$ cat src/rtl/invader_formation_pkg.sv
// Shared constants, state encoding and bounds record for the alien formation.
// Default formation geometry and screen limits live here so the VGA side can share them.
package invader_formation_pkg;

  localparam int INVADERS_H = 11;
  localparam int INVADERS_V = 5;
  localparam int N_INVADERS = INVADERS_H * INVADERS_V;
  localparam int OFFSET_H   = 40;
  localparam int OFFSET_V   = 32;
  localparam int INV_W      = 24;
  localparam int INV_H      = 16;

  localparam int SCREEN_W   = 640;
  localparam int SCREEN_H   = 480;
  localparam int MIN_X      = 8;
  localparam int MAX_X      = 632;
  localparam int BOTTOM_Y   = 420;

  // One bit wider than any screen coordinate so edge sums cannot wrap.
  localparam int COORD_W    = 11;

  typedef enum logic [1:0] {
    ST_IDLE   = 2'd0,
    ST_MARCH  = 2'd1,
    ST_CLEAR  = 2'd2,
    ST_LANDED = 2'd3
  } state_e;

  typedef struct packed {
    logic [3:0] left;
    logic [3:0] right;
    logic [2:0] bottom;
  } bounds_t;

endpackage

$ cat src/rtl/invader_formation_bounds.sv
// Combinational extent of the live formation: leftmost/rightmost live column
// and lowest live row, all 0-based. An empty mask reports all zeros.
module invader_bounds
  import invader_formation_pkg::*;
#(
  parameter int COLS = 11,
  parameter int ROWS = 5
) (
  input  logic [COLS*ROWS-1:0] mask,
  output bounds_t              bounds
);

  logic [COLS-1:0] col_any;
  logic [ROWS-1:0] row_any;

  // NOTE: every variable gets a default at the top of always_comb so no path can infer a latch.
  always_comb begin
    col_any = '0;
    row_any = '0;
    for (int r = 0; r < ROWS; r++) begin
      for (int c = 0; c < COLS; c++) begin
        col_any[c] = col_any[c] | mask[r*COLS+c];
        row_any[r] = row_any[r] | mask[r*COLS+c];
      end
    end
  end

  // Scan direction decides which set bit wins: last assignment is the answer.
  always_comb begin
    bounds = '0;
    for (int c = COLS - 1; c >= 0; c--) begin
      if (col_any[c]) bounds.left = 4'(c);
    end
    for (int c = 0; c < COLS; c++) begin
      if (col_any[c]) bounds.right = 4'(c);
    end
    for (int r = 0; r < ROWS; r++) begin
      if (row_any[r]) bounds.bottom = 3'(r);
    end
  end

endmodule

$ cat src/rtl/invader_formation.sv
// Alien formation state owner: alive mask, origin, per-frame march, kills, clear/landing.
// Define INVADER_SPEEDUP_EN to make the step period shrink as invaders die.
module invader_formation
  import invader_formation_pkg::*;
#(
  parameter int INVADERS_H = invader_formation_pkg::INVADERS_H,
  parameter int INVADERS_V = invader_formation_pkg::INVADERS_V,
  parameter int OFFSET_H   = invader_formation_pkg::OFFSET_H,
  parameter int OFFSET_V   = invader_formation_pkg::OFFSET_V,
  parameter int INV_W      = invader_formation_pkg::INV_W,
  parameter int INV_H      = invader_formation_pkg::INV_H,
  parameter int START_X    = 100,
  parameter int START_Y    = 40,
  parameter int STEP_X     = 2,
  parameter int STEP_Y     = 8,
  parameter int MIN_X      = invader_formation_pkg::MIN_X,
  parameter int MAX_X      = invader_formation_pkg::MAX_X,
  parameter int BOTTOM_Y   = invader_formation_pkg::BOTTOM_Y,
  parameter int PERIOD_MAX = 28
) (
  input  logic                             clk,
  input  logic                             rst_n,
  input  logic                             frame,
  input  logic                             start,
  input  logic [5:0]                       invader_collision,
  output logic [INVADERS_H*INVADERS_V-1:0] invaders,
  output logic [9:0]                       invaders_x,
  output logic [9:0]                       invaders_y,
  output logic                             dir_left,
  output logic                             kill,
  output logic [5:0]                       alive_cnt,
  output logic                             wave_clear,
  output logic                             landed
);

  localparam int N_CELLS = INVADERS_H * INVADERS_V;
  localparam int CW      = COORD_W;

  state_e               state_q, state_d;
  logic [N_CELLS-1:0]   invaders_q, invaders_d;
  logic [9:0]           x_q, x_d, y_q, y_d;
  logic                 dir_left_q, dir_left_d;
  logic                 kill_q, kill_d;
  logic [5:0]           alive_cnt_q, alive_cnt_d;
  logic                 wave_clear_q, wave_clear_d;
  logic                 landed_q, landed_d;
  logic [4:0]           frame_cnt_q, frame_cnt_d;

  bounds_t              bnd;
  logic [4:0]           period_m1;
  logic                 marching, step_tick, kill_hit, at_edge, lands;
  logic [5:0]           coll_idx;
  logic [N_CELLS-1:0]   coll_mask;
  logic [CW-1:0]        right_edge, left_edge, bottom_edge;
  logic [9:0]           x_step, y_tick;

  invader_bounds #(
    .COLS (INVADERS_H),
    .ROWS (INVADERS_V)
  ) u_bounds (
    .mask   (invaders_q),
    .bounds (bnd)
  );

`ifdef INVADER_SPEEDUP_EN
  // P - 1 = alive_cnt >> 1, so the compare needs no adder.
  assign period_m1 = alive_cnt_q[5:1];
`else
  assign period_m1 = 5'(PERIOD_MAX - 1);
`endif

  assign marching  = (state_q == ST_MARCH);
  // >= rather than == so a period that shrank under the counter ticks on the next frame.
  assign step_tick = marching && frame && (frame_cnt_q >= period_m1);

  assign coll_idx  = invader_collision - 6'd1;
  assign coll_mask = ((invader_collision != 6'd0) && (invader_collision <= 6'(N_CELLS)))
                     ? (N_CELLS'(1) << coll_idx) : '0;
  assign kill_hit  = marching && |(invaders_q & coll_mask);

  // Edge and landing tests use the pre-kill mask, which is what the bounds see this cycle.
  assign right_edge  = CW'(x_q) + CW'(bnd.right) * CW'(OFFSET_H) + CW'(INV_W + STEP_X);
  assign left_edge   = CW'(x_q) + CW'(bnd.left) * CW'(OFFSET_H);
  assign at_edge     = dir_left_q ? (left_edge < CW'(MIN_X + STEP_X))
                                  : (right_edge > CW'(MAX_X));
  assign x_step      = dir_left_q ? (x_q - 10'(STEP_X)) : (x_q + 10'(STEP_X));
  assign y_tick      = at_edge ? (y_q + 10'(STEP_Y)) : y_q;
  assign bottom_edge = CW'(y_tick) + CW'(bnd.bottom) * CW'(OFFSET_V) + CW'(INV_H);
  assign lands       = bottom_edge >= CW'(BOTTOM_Y);

  // NOTE: sequential state uses non-blocking assignments so every flop samples pre-edge values.
  always_ff @(posedge clk or negedge rst_n) begin
    if (!rst_n) state_q <= ST_IDLE;
    else        state_q <= state_d;
  end

  // Clearing the wave wins over landing when the last kill and a landing tick coincide.
  always_comb begin
    state_d = state_q;
    if (start) begin
      state_d = ST_MARCH;
    end else if (marching) begin
      if (kill_hit && (alive_cnt_q == 6'd1)) state_d = ST_CLEAR;
      else if (step_tick && lands)           state_d = ST_LANDED;
    end
  end

  always_comb begin
    invaders_d   = invaders_q;
    alive_cnt_d  = alive_cnt_q;
    x_d          = x_q;
    y_d          = y_q;
    dir_left_d   = dir_left_q;
    frame_cnt_d  = frame_cnt_q;
    kill_d       = 1'b0;
    wave_clear_d = (state_d == ST_CLEAR);
    landed_d     = (state_d == ST_LANDED);
    if (start) begin
      invaders_d  = '1;
      alive_cnt_d = 6'(N_CELLS);
      x_d         = 10'(START_X);
      y_d         = 10'(START_Y);
      dir_left_d  = 1'b0;
      frame_cnt_d = '0;
    end else if (marching) begin
      if (frame) frame_cnt_d = step_tick ? 5'd0 : (frame_cnt_q + 5'd1);
      if (step_tick) begin
        if (at_edge) begin
          y_d        = y_tick;
          dir_left_d = ~dir_left_q;
        end else begin
          x_d = x_step;
        end
      end
      if (kill_hit) begin
        invaders_d  = invaders_q & ~coll_mask;
        alive_cnt_d = alive_cnt_q - 6'd1;
        kill_d      = 1'b1;
      end
    end
  end

  always_ff @(posedge clk or negedge rst_n) begin
    if (!rst_n) begin
      invaders_q   <= '0;
      alive_cnt_q  <= '0;
      x_q          <= 10'(START_X);
      y_q          <= 10'(START_Y);
      dir_left_q   <= 1'b0;
      kill_q       <= 1'b0;
      wave_clear_q <= 1'b0;
      landed_q     <= 1'b0;
      frame_cnt_q  <= '0;
    end else begin
      invaders_q   <= invaders_d;
      alive_cnt_q  <= alive_cnt_d;
      x_q          <= x_d;
      y_q          <= y_d;
      dir_left_q   <= dir_left_d;
      kill_q       <= kill_d;
      wave_clear_q <= wave_clear_d;
      landed_q     <= landed_d;
      frame_cnt_q  <= frame_cnt_d;
    end
  end

  assign invaders   = invaders_q;
  assign invaders_x = x_q;
  assign invaders_y = y_q;
  assign dir_left   = dir_left_q;
  assign kill       = kill_q;
  assign alive_cnt  = alive_cnt_q;
  assign wave_clear = wave_clear_q;
  assign landed     = landed_q;

endmodule

$ cat config.mk
export PLATFORM = sky130hd
export DESIGN_NAME = invader_formation
export DESIGN_NICKNAME = d
export VERILOG_FILES = /design/src/rtl/invader_formation_pkg.sv /design/src/rtl/invader_formation_bounds.sv /design/src/rtl/invader_formation.sv
export SDC_FILE = /design/constraint.sdc
export NUM_CORES = 1
export LEC_CHECK = 0
export ABC_AREA = 1
export CAP_MARGIN = 20
export CORE_ASPECT_RATIO = 0.8
export CORE_UTILIZATION = 55
export DETAILED_ROUTE_END_ITERATION = 6
export MAX_ROUTING_LAYER = met4
export PLACE_DENSITY = 0.81
export REMOVE_ABC_BUFFERS = 1
export SLEW_MARGIN = 20
export SYNTH_ARGS = -nofsm -noshare
export SYNTH_HDL_FRONTEND = slang
export SYNTH_SLANG_ARGS = --single-unit
$ cat constraint.sdc
create_clock -name clk -period 6 [get_ports clk]
set_input_delay 1.2 -clock clk [delete_from_list [all_inputs] [get_ports clk]]
set_output_delay 1.2 -clock clk [all_outputs]
set_load 0.1 [all_outputs]
Word level (Yosys, flattened, before mapping):

Cells that the tools add are included.

* output and inout bits: 85
* logic and storage cells: 197
* input port bits: 10
* flip-flop bits (word level): 92

* multiply operators: 2
* bitwise operators: 88
* $lt $le $gt $ge: 5
* muxes and demuxes: 58
* shift-type cells: 1
* add/subtract/negate cells: 11
* reductions and logical operators: 17
* eq/ne operators: 5

Operators by type and width (count)
* two-way mux 55 bit: 4
* bitwise AND 55 bit: 2
* two-way mux 10 bit: 10
* OR 1 bit: 84
* two-way mux 4 bit: 20
* inverter 55 bit: 1
* OR reduction 55 bit: 1
* << shifter 1 x 6 -> 55 bit (first input constant): 1
* adder 10 x 10 -> 11 bit: 2
* adder 11 x 5 -> 11 bit (second input constant): 2
* two-way mux 5 bit: 4
* two-way mux 6 bit: 3
* multiplier 4 x 3 -> 7 bit (second input constant): 2
* two-way mux 2 bit: 6
* subtractor 6 x 1 -> 6 bit (second input constant): 2
* adder 10 x 8 -> 11 bit: 1
* greater-or-equal comparator 11 x 9 -> 1 bit (second input constant): 1
* greater-than comparator 11 x 10 -> 1 bit (second input constant): 1
* < comparator 11 x 4 -> 1 bit (second input constant): 1
* adder 10 x 2 -> 10 bit (second input constant): 1
* adder 10 x 4 -> 10 bit (second input constant): 1
* two-way mux 1 bit: 10
* nonzero test 2 bit: 5
* subtractor 10 x 2 -> 10 bit (second input constant): 1
* other kinds (13): 21

Logic depth before layout (Yosys ltp):

Gate-level depths: netlist of run 1.

* word-level depth: 29
* mapped depth: 41
* mapped depth without buffers: 41

Hierarchy:

Synthesis of run 1 repeated with hierarchy kept, for this count alone.

* cells, all modules: 917
* area, all modules: 6877.8 µm²

By module, submodules not included
* invader_formation: cells an instance 804, sequential area each 2208.4 µm², area an instance 6338.6 µm², instances 1
* invader_bounds: cells an instance 113, sequential area each 0.0 µm², area an instance 539.3 µm², instances 1

Least setup slack after synthesis of run 1:

Ideal clock, no wire load.

* kind: register to register
* start: reg invaders_q[34], in the netlist invaders[34]
* end: reg landed_q, in the netlist landed
* period minus slack after synthesis: 5.975 ns
* slack: 0.025 ns
* stages on the path, launching flop included: 39
* path buffers: 0
* arrival time: 5.857 ns
* library setup time: 0.118 ns
* required time: 5.882 ns
* cell sequence: dfrtp_1 -> inv_1 -> and3_1 -> inv_1 -> a21oi_1 -> o21ai_0 -> a21oi_1 -> or2_2 -> a21oi_1 -> ha_1 -> ha_1 -> fa_1 -> ha_1 -> ha_1 -> nand2_1 -> inv_1 -> a21boi_0 -> nand3_1 -> [... 3 more ...] -> nand2_1 -> nor2_1 -> nand3_1 -> xor2_1 -> inv_1 -> ha_1 -> nand2_1 -> nor2_1 -> a211oi_1 -> nand3_1 -> nand3_1 -> nand2_1 -> inv_1 -> nand2_1 -> nand2_1 -> nand2_1 -> nand2_1 -> nor2_1

* word-level cells in the longest chain between the ends: 27
* elaborated cells between the ends (all ways): 48

RTL lines
* start: declaration: line invader_formation.sv:40 `logic [N_CELLS-1:0] invaders_q, invaders_d;`
* start signal: assignment: line invader_formation.sv:155 `invaders_q <= invaders_d;`
* OR 1 bit (2 in a row): line invader_formation_bounds.sv:22 `col_any[c] = col_any[c] | mask[r*COLS+c];`
* two-way mux 1 bit: line invader_formation_bounds.sv:35 `if (col_any[c]) bounds.right = 4'(c);`
* two-way mux 4 bit (9 in a row): line invader_formation_bounds.sv:35
* multiplier 4 x 3 -> 7 bit: line invader_formation.sv:82 `assign right_edge = CW'(x_q) + CW'(bnd.right) * CW'(OFFSET_H) + CW'(INV_W + STEP_X);`
* adder 10 x 10 -> 11 bit: line invader_formation.sv:82
* adder 11 x 5 -> 11 bit: line invader_formation.sv:82
* greater-than comparator 11 x 10 -> 1 bit: line invader_formation.sv:85 `: (right_edge > CW'(MAX_X));`
* two-way mux 1 bit: line invader_formation.sv:84 `assign at_edge = dir_left_q ? (left_edge < CW'(MIN_X + STEP_X))`
* [... 3 more ...]
* greater-or-equal comparator 11 x 9 -> 1 bit: line invader_formation.sv:89 `assign lands = bottom_edge >= CW'(BOTTOM_Y);`
* logical AND 1 bit: line invader_formation.sv:104 `else if (step_tick && lands) state_d = ST_LANDED;`
* two-way mux 2 bit: line invader_formation.sv:104
* two-way mux 2 bit (*): line invader_formation.sv:103 `if (kill_hit && (alive_cnt_q == 6'd1)) state_d = ST_CLEAR;`
* two-way mux 2 bit (*): line invader_formation.sv:102 `end else if (marching) begin`
* two-way mux 2 bit (*): line invader_formation.sv:100 `if (start) begin`
* equality test 2 bit (*): line invader_formation.sv:117 `landed_d = (state_d == ST_LANDED);`
* via landed_d: line invader_formation.sv:46 `logic landed_q, landed_d;`
* end signal: assignment: line invader_formation.sv:162 `landed_q <= landed_d;`
* end: declaration: line invader_formation.sv:46

The timed path passes the listed nets; every way through them passes the cells marked *.
A chain may end at the register's enable or synchronous reset.

Worst setup path after layout of run 1:

* start: reg invaders_q[19], in the netlist invaders[19]
* end: reg landed_q, in the netlist landed

* word-level cells in the longest chain between the ends: 27
* elaborated cells between the ends (all ways): 45

RTL lines (line)
* parallel branches: the longest is 23 deep, another holds adder 10 x 10 -> 11 bit
* two-way mux 2 bit (*): invader_formation.sv:103
* two-way mux 2 bit (*): invader_formation.sv:102
* two-way mux 2 bit (*): invader_formation.sv:100
* equality test 2 bit (*): invader_formation.sv:117
* via landed_d: invader_formation.sv:46

Mark *: on every way through the listed nets, which the timed path passes.

==> results of run 1 <==
## final cells by class
type	count	share of cell area
Clock buffer	11	0.0303
Clock inverter	4	0.00968
Inverter	150	0.0705
Multi-Input combinational cell	615	0.469
Sequential cell	88	0.276
Tap cell	148	0.0231
Timing Repair Buffer	100	0.121
## power groups by stage
stage               clock, mW  sequential (mW)  combinational, mW
detailed placement          0            0.631              0.294
finish                  0.628            0.620              0.298
CTS                     0.633            0.620              0.295
global route            0.652            0.622              0.310
floorplan                   0            0.719              0.112
global placement            0            0.631              0.290
## worst min-delay path by stage
stage | start | endpoint | slack, ns | cells after the start
2_1_floorplan | state_q[1]$_DFF_PN0_ | wave_clear$_DFF_PN0_ | 0.49 | 2
3_3_place_gp | invaders_y[5]$_DFFE_PN1P_ | invaders_y[5]$_DFFE_PN1P_ | 0.51 | 2
3_5_place_dp | invaders_y[5]$_DFFE_PN1P_ | invaders_y[5]$_DFFE_PN1P_ | 0.52 | 2
4_1_cts | invaders_y[5]$_DFFE_PN1P_ | invaders_y[5]$_DFFE_PN1P_ | 0.53 | 2
5_1_grt | invaders_y[3]$_DFFE_PN1P_ | invaders_y[3]$_DFFE_PN1P_ | 0.56 | 2
6_report | invaders_y[5]$_DFFE_PN1P_ | invaders_y[5]$_DFFE_PN1P_ | 0.54 | 2
## state kept, by name, indices dropped and copies added, names as in the netlist
register and flops:
dir_left 1, state_q 2, invaders_x 9, invaders_y 7
invaders 55, landed 1, wave_clear 1, kill 1
frame_cnt_q 5, alive_cnt 6
## timing repair
action                                  CTS  global route
resized for setup                         0            27
endpoints found under the setup margin    0             2
buffers inserted                          0             1
## metal layers
layer / track usage / vias up
met2: 0.494 / 345
met4: 0.0686 / 0
met1: 0.451 / 3093
met5: - / -
met3: 0.0885 / 43
li1: - / 3046
## per-stage QoR
stage | power, mW | utilization
final | 1.55 | 0.691
after global routing | 1.58 | 0.691
after CTS | 1.55 | 0.680
after detailed placement | 0.925 | 0.652
after global placement | 0.921 | 0.652
after floorplan | 0.831 | -
## cells by family after synthesis
kind of cell / after synthesis / synth area share
other: 1 / 0.000570
AO/OA/AOI/OAI: 138 / 0.147
buffers and inverters: 174 / 0.113
AND/OR/NAND/NOR: 404 / 0.279
flip-flops: 88 / 0.336
XOR/XNOR: 19 / 0.0253
adder cells (fa/ha/maj): 50 / 0.101
## cells in the final DEF, fill, tap and decap left out, types with 5 or more instances in the layout
cell type,synthesis,layout
nor4_1,8,8
nand4_1,18,18
buf_4,6,11
nand3_1,48,46
a21oi_2,6,8
clkdlybuf4s50_1,0,89
nand2_2,5,6
xor2_1,15,15
o21ai_1,7,8
dfstp_2,5,5
o21ai_0,22,21
clkbuf_16,0,9
dfrtp_1,83,82
nor2_1,113,108
a22oi_2,24,24
o22ai_1,10,10
nand3b_1,5,5
inv_2,11,12
fa_1,5,5
a21oi_1,50,48
inv_1,137,137
nor3_1,33,30
nand2_1,155,154
ha_1,45,41
nor2_2,2,5
nor3_2,3,6
## worst max-delay path: cells and delay by family, from the launching register on
kind,cells,cell delay (ns)
fa+ha+maj,6,1.93
compound gates,1,0.07
flops,1,0.45
buf+inv,4,0.32
simple gates,20,2.45
xor+xnor,2,0.47
==> metrics.txt, run 1 <==
status=finished clean; worst r2r src=invaders[19]$_DFFE_PN0P_; vias in the first global route=6021; Placement Cell Area=7570 µm²; Max H-tree Level=3; row count=35; Worst Setup SP=invaders[19]$_DFFE_PN0P_; kind of critical path=reg -> reg; Power Density=193 nW/µm²; top area cells in the synthesized netlist=dfrtp_1 32%, nand2_1 8.8%, ha_1 8.6%; fin crit period=5.80 ns; P_int=between 1 and 1.5 mW; Layout Cells excl Fill=between 1000 and 1500; Die Y=99.8 µm; WL met1=8890 µm; nets@finish=1024; Setup WS pre-CTS=0.0600 ns; Primary FF master, synth=dfrtp_1; Top cell by count, worst path=nand2_1; worst-path maximum fanout=6; Max stage delay cell, worst path=fa_1; worst IR drop on VDD=0.173 mV; Clock Pin Slew Worst Setup and Hold Paths=around 0.07 ns; initial antenna violation count=0; Final Hold Slack=about 0.54 ns; Clock Tree Root=clkbuf_16; largest net degree at the start of global routing=48; Skew-Pair Late Insertion Delay=0.35 ns; fin. max-slew vios=0; placed cell count=1100; Comb power frac=0.192; Distinct cells, synth=51; Worst setup SP type=register; Relative slew margins=0.305; core area=11600 µm²; sequential element share of the synthesized area=0.336; synthesized area=6580 µm²; total track usage=0.330; final WL=19900 µm; Reg2Reg Depth=33; die area=12400 µm²; grt ovf=0; DR pass1 iterations=6; Max Freq=172 MHz; Top Metal Used=met4; number of synthesized flops with an enable pin=0; Clock Skews=slightly below 0.006 ns; worst slew pin tran=1.04 ns; Static Leak=approximately 3.8 nW; fillers=just under 1000; multi-input gate area in the final layout=between 3000 and 4000 µm²; sum of negative setup slack=0 ns; Synth top area share=0.316; Arrival @ worst endpoint=approximately 6 ns; Mapped Cells=874; Reg2Reg Capture Point=landed$_DFF_PN0_; total number of vias=roughly 6500; CTS Buf Count=9; CTS tree=yes; Detail Route Antenna Nets=0; slack of the critical path=around 0.2 ns; first-pass GRT wire length=around 31000 µm; I/O Pins=95; synth warn=0; ant diodes=0; Max Cap Viol=0; CP endpoint kind=register; dpl hpwl=14800 µm; CP max stage delay=0.47 ns; Seq cells post-synth=88; final instance area=approximately 8000 µm²; WL met2=8710 µm; FF+latch area=2210 µm²; worst path required time=6.23 ns; sw frac=0.324; final period utilization=0.967; Reg power frac=0.401; port bufs=90; placer congestion estimate=around 0.96; syn_area_per_cell=7.53 µm²; # hold bufs at CTS=0; Via density=about 5.8; Clock Power Share=0.406; HP Class=reg -> reg; layout cell share with drive strength beyond 1=0.118; top cell type by total area after synthesis=dfrtp_1; # setup viols final=0; Async SR Flop Fraction=1.00; DRC violations left=0; synth cell count leaders=155 x nand2_1, 137 x inv_1, 113 x nor2_1; flop-to-flop setup slack=0.20 ns; routed wl met3=1950 µm; routed length per instance=17.9 µm; Critical Path End=landed$_DFF_PN0_; initial core utilization=0.567; Final Hold Viols=0; count leader, synth=nand2_1; clk buf depth=2; Psw=0.502 mW; Die X=between 100 and 150 µm; Area Growth Syn to Fin=21.8%; DRT iter0 DRCs=approximately 760; Sink Count=a little under 90
No activity file was read; power rests on OpenSTA's default activity.
==> run 2, diff against run 1 <==
- SLEW_MARGIN: 20 -> 15
==> results of run 2 <==
No change in the layout: final DEF, timing and power equal those of run 1.
==> RTL change 1: new RTL, config.mk and constraints of run 2 <==
Register the inputs `frame`, `start` and `invader_collision` before use, without a reset. The logic sees them one clock later.
--- a/src/rtl/invader_formation.sv
+++ b/src/rtl/invader_formation.sv
@@ -38,2 +38,12 @@
 
+  logic frame_q;
+  logic start_q;
+  logic [5:0] invader_collision_q;
+
+  always_ff @(posedge clk) begin
+    frame_q             <= frame;
+    start_q             <= start;
+    invader_collision_q <= invader_collision;
+  end
+
   state_e               state_q, state_d;
@@ -73,6 +83,6 @@
   // >= rather than == so a period that shrank under the counter ticks on the next frame.
-  assign step_tick = marching && frame && (frame_cnt_q >= period_m1);
+  assign step_tick = marching && frame_q && (frame_cnt_q >= period_m1);
 
-  assign coll_idx  = invader_collision - 6'd1;
-  assign coll_mask = ((invader_collision != 6'd0) && (invader_collision <= 6'(N_CELLS)))
+  assign coll_idx  = invader_collision_q - 6'd1;
+  assign coll_mask = ((invader_collision_q != 6'd0) && (invader_collision_q <= 6'(N_CELLS)))
                      ? (N_CELLS'(1) << coll_idx) : '0;
@@ -99,3 +109,3 @@
     state_d = state_q;
-    if (start) begin
+    if (start_q) begin
       state_d = ST_MARCH;
@@ -117,3 +127,3 @@
     landed_d     = (state_d == ST_LANDED);
-    if (start) begin
+    if (start_q) begin
       invaders_d  = '1;
@@ -125,3 +135,3 @@
     end else if (marching) begin
-      if (frame) frame_cnt_d = step_tick ? 5'd0 : (frame_cnt_q + 5'd1);
+      if (frame_q) frame_cnt_d = step_tick ? 5'd0 : (frame_cnt_q + 5'd1);
       if (step_tick) begin
Function: changed (Yosys sat finds a counterexample within 4 cycles, from zero or initial values and one cycle with rst_n low).
==> RTL change 1 against run 2 <==
The run now ends with DRC left; design area is 0.70% higher; critical endpoint is now state_q[1]; largest power group is now sequential cells; largest cell class unchanged; setup slack better by 0.11 ns; die area is 1.0% higher; clock power is 3.5% lower; routed wire length is 0.67% lower; final cell count is 2.3% higher; critical path depth is 3 higher; sequential share of layout area is 1.8 points higher; highest routed layer unchanged; critical path type unchanged; power is 1.6% higher; area after synthesis is 1.1% higher; sequential cell count is 8 higher.
==> RTL change 1: results (changes against run 2) <==
largest_net_degree_at_the_start_of_global_routing: 55  # was 48
final.clkbuf_count: 12  # was 11
seq_share: 0.2934  # was 0.2756
result_of_the_run: "complete, but fails checks"  # was finished clean
inverters: 159  # was 150
first_iter_violations: 731  # was 756
yosys-top-cells-count: "sky130_fd_sc_hd__nand2_1, sky130_fd_sc_hd__inv_1, sky130_fd_sc_hd__nor2_1, sky130_fd_sc_hd__dfrtp_1, sky130_fd_sc_hd__nand3_1"  # was sky130_fd_sc_hd__nand2_1, sky130_fd_sc_hd__inv_1, sky130_fd_sc_hd__nor2_1, sky130_fd_sc_hd__dfrtp_1, sky130_fd_sc_hd__a21oi_1
clock_area_frac: 0.03735  # was 0.03996
violations: "DRC"
yosys.cell_types.count: 48  # was 51
whs_ns: 0.5263  # was 0.5396 ns
postSynth.asyncResetShare: 0.9167  # was 1.000
share_of_the_clock_period_used_by_the_worst_path: 0.9479  # was 0.9666
nFillCells: 995  # was 973
detail_route.drc_violations: 10  # was 0
wl_met1_um: 9231  # was 8890 µm
power.sequential.fraction: 0.433  # was 0.401
total_leakage_power_nw: 3.924  # was 3.847 nW
drt_wl_total_um: 19790  # was 19920 µm
buffers: 102  # was 100
synth_seq_area_share: 0.3561  # was 0.3356
dp_hpwl_um: 14800  # was 14820 µm
use_met3: 0.09968  # was 0.08849
critical_path.top_delay_family: "adder cells"  # was simple AND/OR/NAND/NOR gates
power.switching_fraction: 0.3285  # was 0.3244
via_count: 6563  # was 6527
first_pass_grt_wire_length_um: 31600  # was 31160 µm
synth_area_leaders: "sky130_fd_sc_hd__dfrtp_1, sky130_fd_sc_hd__nand2_1, sky130_fd_sc_hd__inv_1, sky130_fd_sc_hd__ha_1, sky130_fd_sc_hd__nor2_1"  # was sky130_fd_sc_hd__dfrtp_1, sky130_fd_sc_hd__nand2_1, sky130_fd_sc_hd__ha_1, sky130_fd_sc_hd__inv_1, sky130_fd_sc_hd__nor2_1
met3_wirelength_um: 1926  # was 1945 µm
drt_pre_antenna_iters: 7  # was 6
worstReg2RegStart: "invaders[29]"  # was invaders[19]
grt_util_all_layers: 0.3355  # was 0.3302
hold_end: "alive_cnt[4]"  # was invaders_y[5]
critPathCapture: "state_q[1]"  # was landed
first_global_vias: 6085  # was 6021
reg2reg_depth: 36  # was 33
cp_max_fo: 9  # was 6
slew_of_the_pin_with_the_lowest_slew_margin_ns: 1.017  # was 1.040 ns
post-route-util: 0.6930  # was 0.6908
cell_count_post_placement: 1125  # was 1100
drt-vias-per-instance: 5.747  # was 5.849
final_net_count: 1049  # was 1024
met2_wirelength_um: 8284  # was 8711 µm
place_worst_setup_slack_ns: 0.1151  # was 0.06002 ns
fin_worst_skew_ns: 0.009444  # was 0.005910 ns
combinationalPowerShare: 0.181  # was 0.192
layout.comb_gates.multi_input: 621  # was 615
==> RTL change 1: changes by cell type in the layout (fill, tap and decap cells not counted), moves of 8 or more <==
cell,delta
sky130_fd_sc_hd__nor2_1,-22
sky130_fd_sc_hd__a22oi_2,-20
sky130_fd_sc_hd__nor3_1,+18
sky130_fd_sc_hd__a22oi_1,+17
sky130_fd_sc_hd__inv_1,+17
sky130_fd_sc_hd__nand3_1,+11
sky130_fd_sc_hd__o21ai_0,+9
sky130_fd_sc_hd__dfxtp_1,+8
sky130_fd_sc_hd__inv_2,-8
==> RTL change 1: cell families (layout without fill, tap and decap cells) <==
kind of cell	Yosys count	count (layout)	synth area share
AOI/OAI and AO/OA	146	146	0.1326
xor gates and xnor gates	17	17	0.02238
and+or+nand+nor	404	404	0.2698
adders and majority gates	50	50	0.09970
other	1	4	0.0005638
DFF	96	96	0.3561
buffers and inverters	185	277	0.1189
==> RTL change 2: new RTL, settings of run 2 <==
Made on the original files. Build with the macro `INVADER_SPEEDUP_EN` defined.
--- a/src/rtl/invader_formation.sv
+++ b/src/rtl/invader_formation.sv
@@ -2,2 +2,4 @@
 // Define INVADER_SPEEDUP_EN to make the step period shrink as invaders die.
+`define INVADER_SPEEDUP_EN
+
 module invader_formation
Function: same outputs for any inputs over 4 cycles, from zero or initial values and one cycle with rst_n low; that may be too few to reach the edited logic, so the function may still have changed.
==> RTL change 2 against run 2 <==
The run now ends with DRC left; critical path depth increased by 4; sequential cell count did not move; combinational power grew 83%; final cell count up 3.0%; routed wire length rose by 0.44%; power up 15%; clock power is 7.6% lower; area after synthesis rose by 0.78%; setup slack improved by 0.19 ns; design area rose by 0.80%; largest power group is now sequential cells.
==> RTL change 2: results (changes against run 2) <==
result_of_the_run: "complete, but fails checks"  # was finished clean
violations: "DRC"
fraction_of_final_layout_cells_sized_beyond_drive_strength_1: 0.1068  # was 0.1178
worstReg2RegStart: "invaders[13]"  # was invaders[19]
post-layout-total-power_mw: 1.780  # was 1.547 mW
power.sequential.fraction: 0.368  # was 0.401
use_met3: 0.1082  # was 0.08849
reg2reg_depth: 37  # was 33
via_count: 6654  # was 6527
pwr.group.combinational_uw: 545  # was 298 µW
first_pass_grt_wire_length_um: 32040  # was 31160 µm
worst-endpoint-arrival_ns: 5.90  # was 6.03 ns
final_net_count: 1062  # was 1024
fin_worst_skew_ns: 0.007494  # was 0.005910 ns
first_iter_violations: 854  # was 756
dp_hpwl_um: 14680  # was 14820 µm
drt_wl_total_um: 20010  # was 19920 µm
yosys.area_share.xor_xnor: 0.02905  # was 0.02529
synth_area_leaders: "sky130_fd_sc_hd__dfrtp_1, sky130_fd_sc_hd__ha_1, sky130_fd_sc_hd__nand2_1, sky130_fd_sc_hd__inv_1, sky130_fd_sc_hd__nor2_1"  # was sky130_fd_sc_hd__dfrtp_1, sky130_fd_sc_hd__nand2_1, sky130_fd_sc_hd__ha_1, sky130_fd_sc_hd__inv_1, sky130_fd_sc_hd__nor2_1
met2_wirelength_um: 8342  # was 8711 µm
first_global_vias: 6214  # was 6021
total_leakage_power_nw: 3.941  # was 3.847 nW
largest_net_degree_at_the_start_of_global_routing: 88  # was 48
place_worst_setup_slack_ns: 0.07876  # was 0.06002 ns
yosys.cell_types.count: 45  # was 51
cp_max_fo: 7  # was 6
synth_adder_area_share: 0.1094  # was 0.1008
shortest_clock_period_the_worst_path_allows_after_layout_ns: 5.610  # was 5.800 ns
detail_route.drc_violations: 13  # was 0
whs_ns: 0.5179  # was 0.5396 ns
synth_seq_area_share: 0.3330  # was 0.3356
drt_pre_antenna_iters: 7  # was 6
hold_start: "invaders_y[3]"  # was invaders_y[5]
wl_met1_um: 8838  # was 8890 µm
grt_use_met2: 0.4888  # was 0.4943
==> RTL change 2: changes by cell type after synthesis, moves of 7 or more <==
cell	run 2	this run
sky130_fd_sc_hd__o21ai_0	22	29
sky130_fd_sc_hd__a22oi_2	24	0
sky130_fd_sc_hd__a22oi_1	3	22
sky130_fd_sc_hd__a21oi_2	6	14
sky130_fd_sc_hd__inv_1	137	148
sky130_fd_sc_hd__a21oi_1	50	41
sky130_fd_sc_hd__nand2_1	155	165
==> RTL change 2: area by class of cell <==
| class | instances | area, µm² | share of cell area |
|---|---|---|---|
| tap | 148 | 185.2 | 0.02292 |
| inverter | 156 | 585.6 | 0.07247 |
| timing repair buffer | 105 | 1010 | 0.1250 |
| sequential | 88 | 2211 | 0.2736 |
| clock buffer | 12 | 236.5 | 0.02927 |
| clock inverter | 4 | 53.80 | 0.006658 |
| multi-input combinational | 637 | 3799 | 0.4701 |
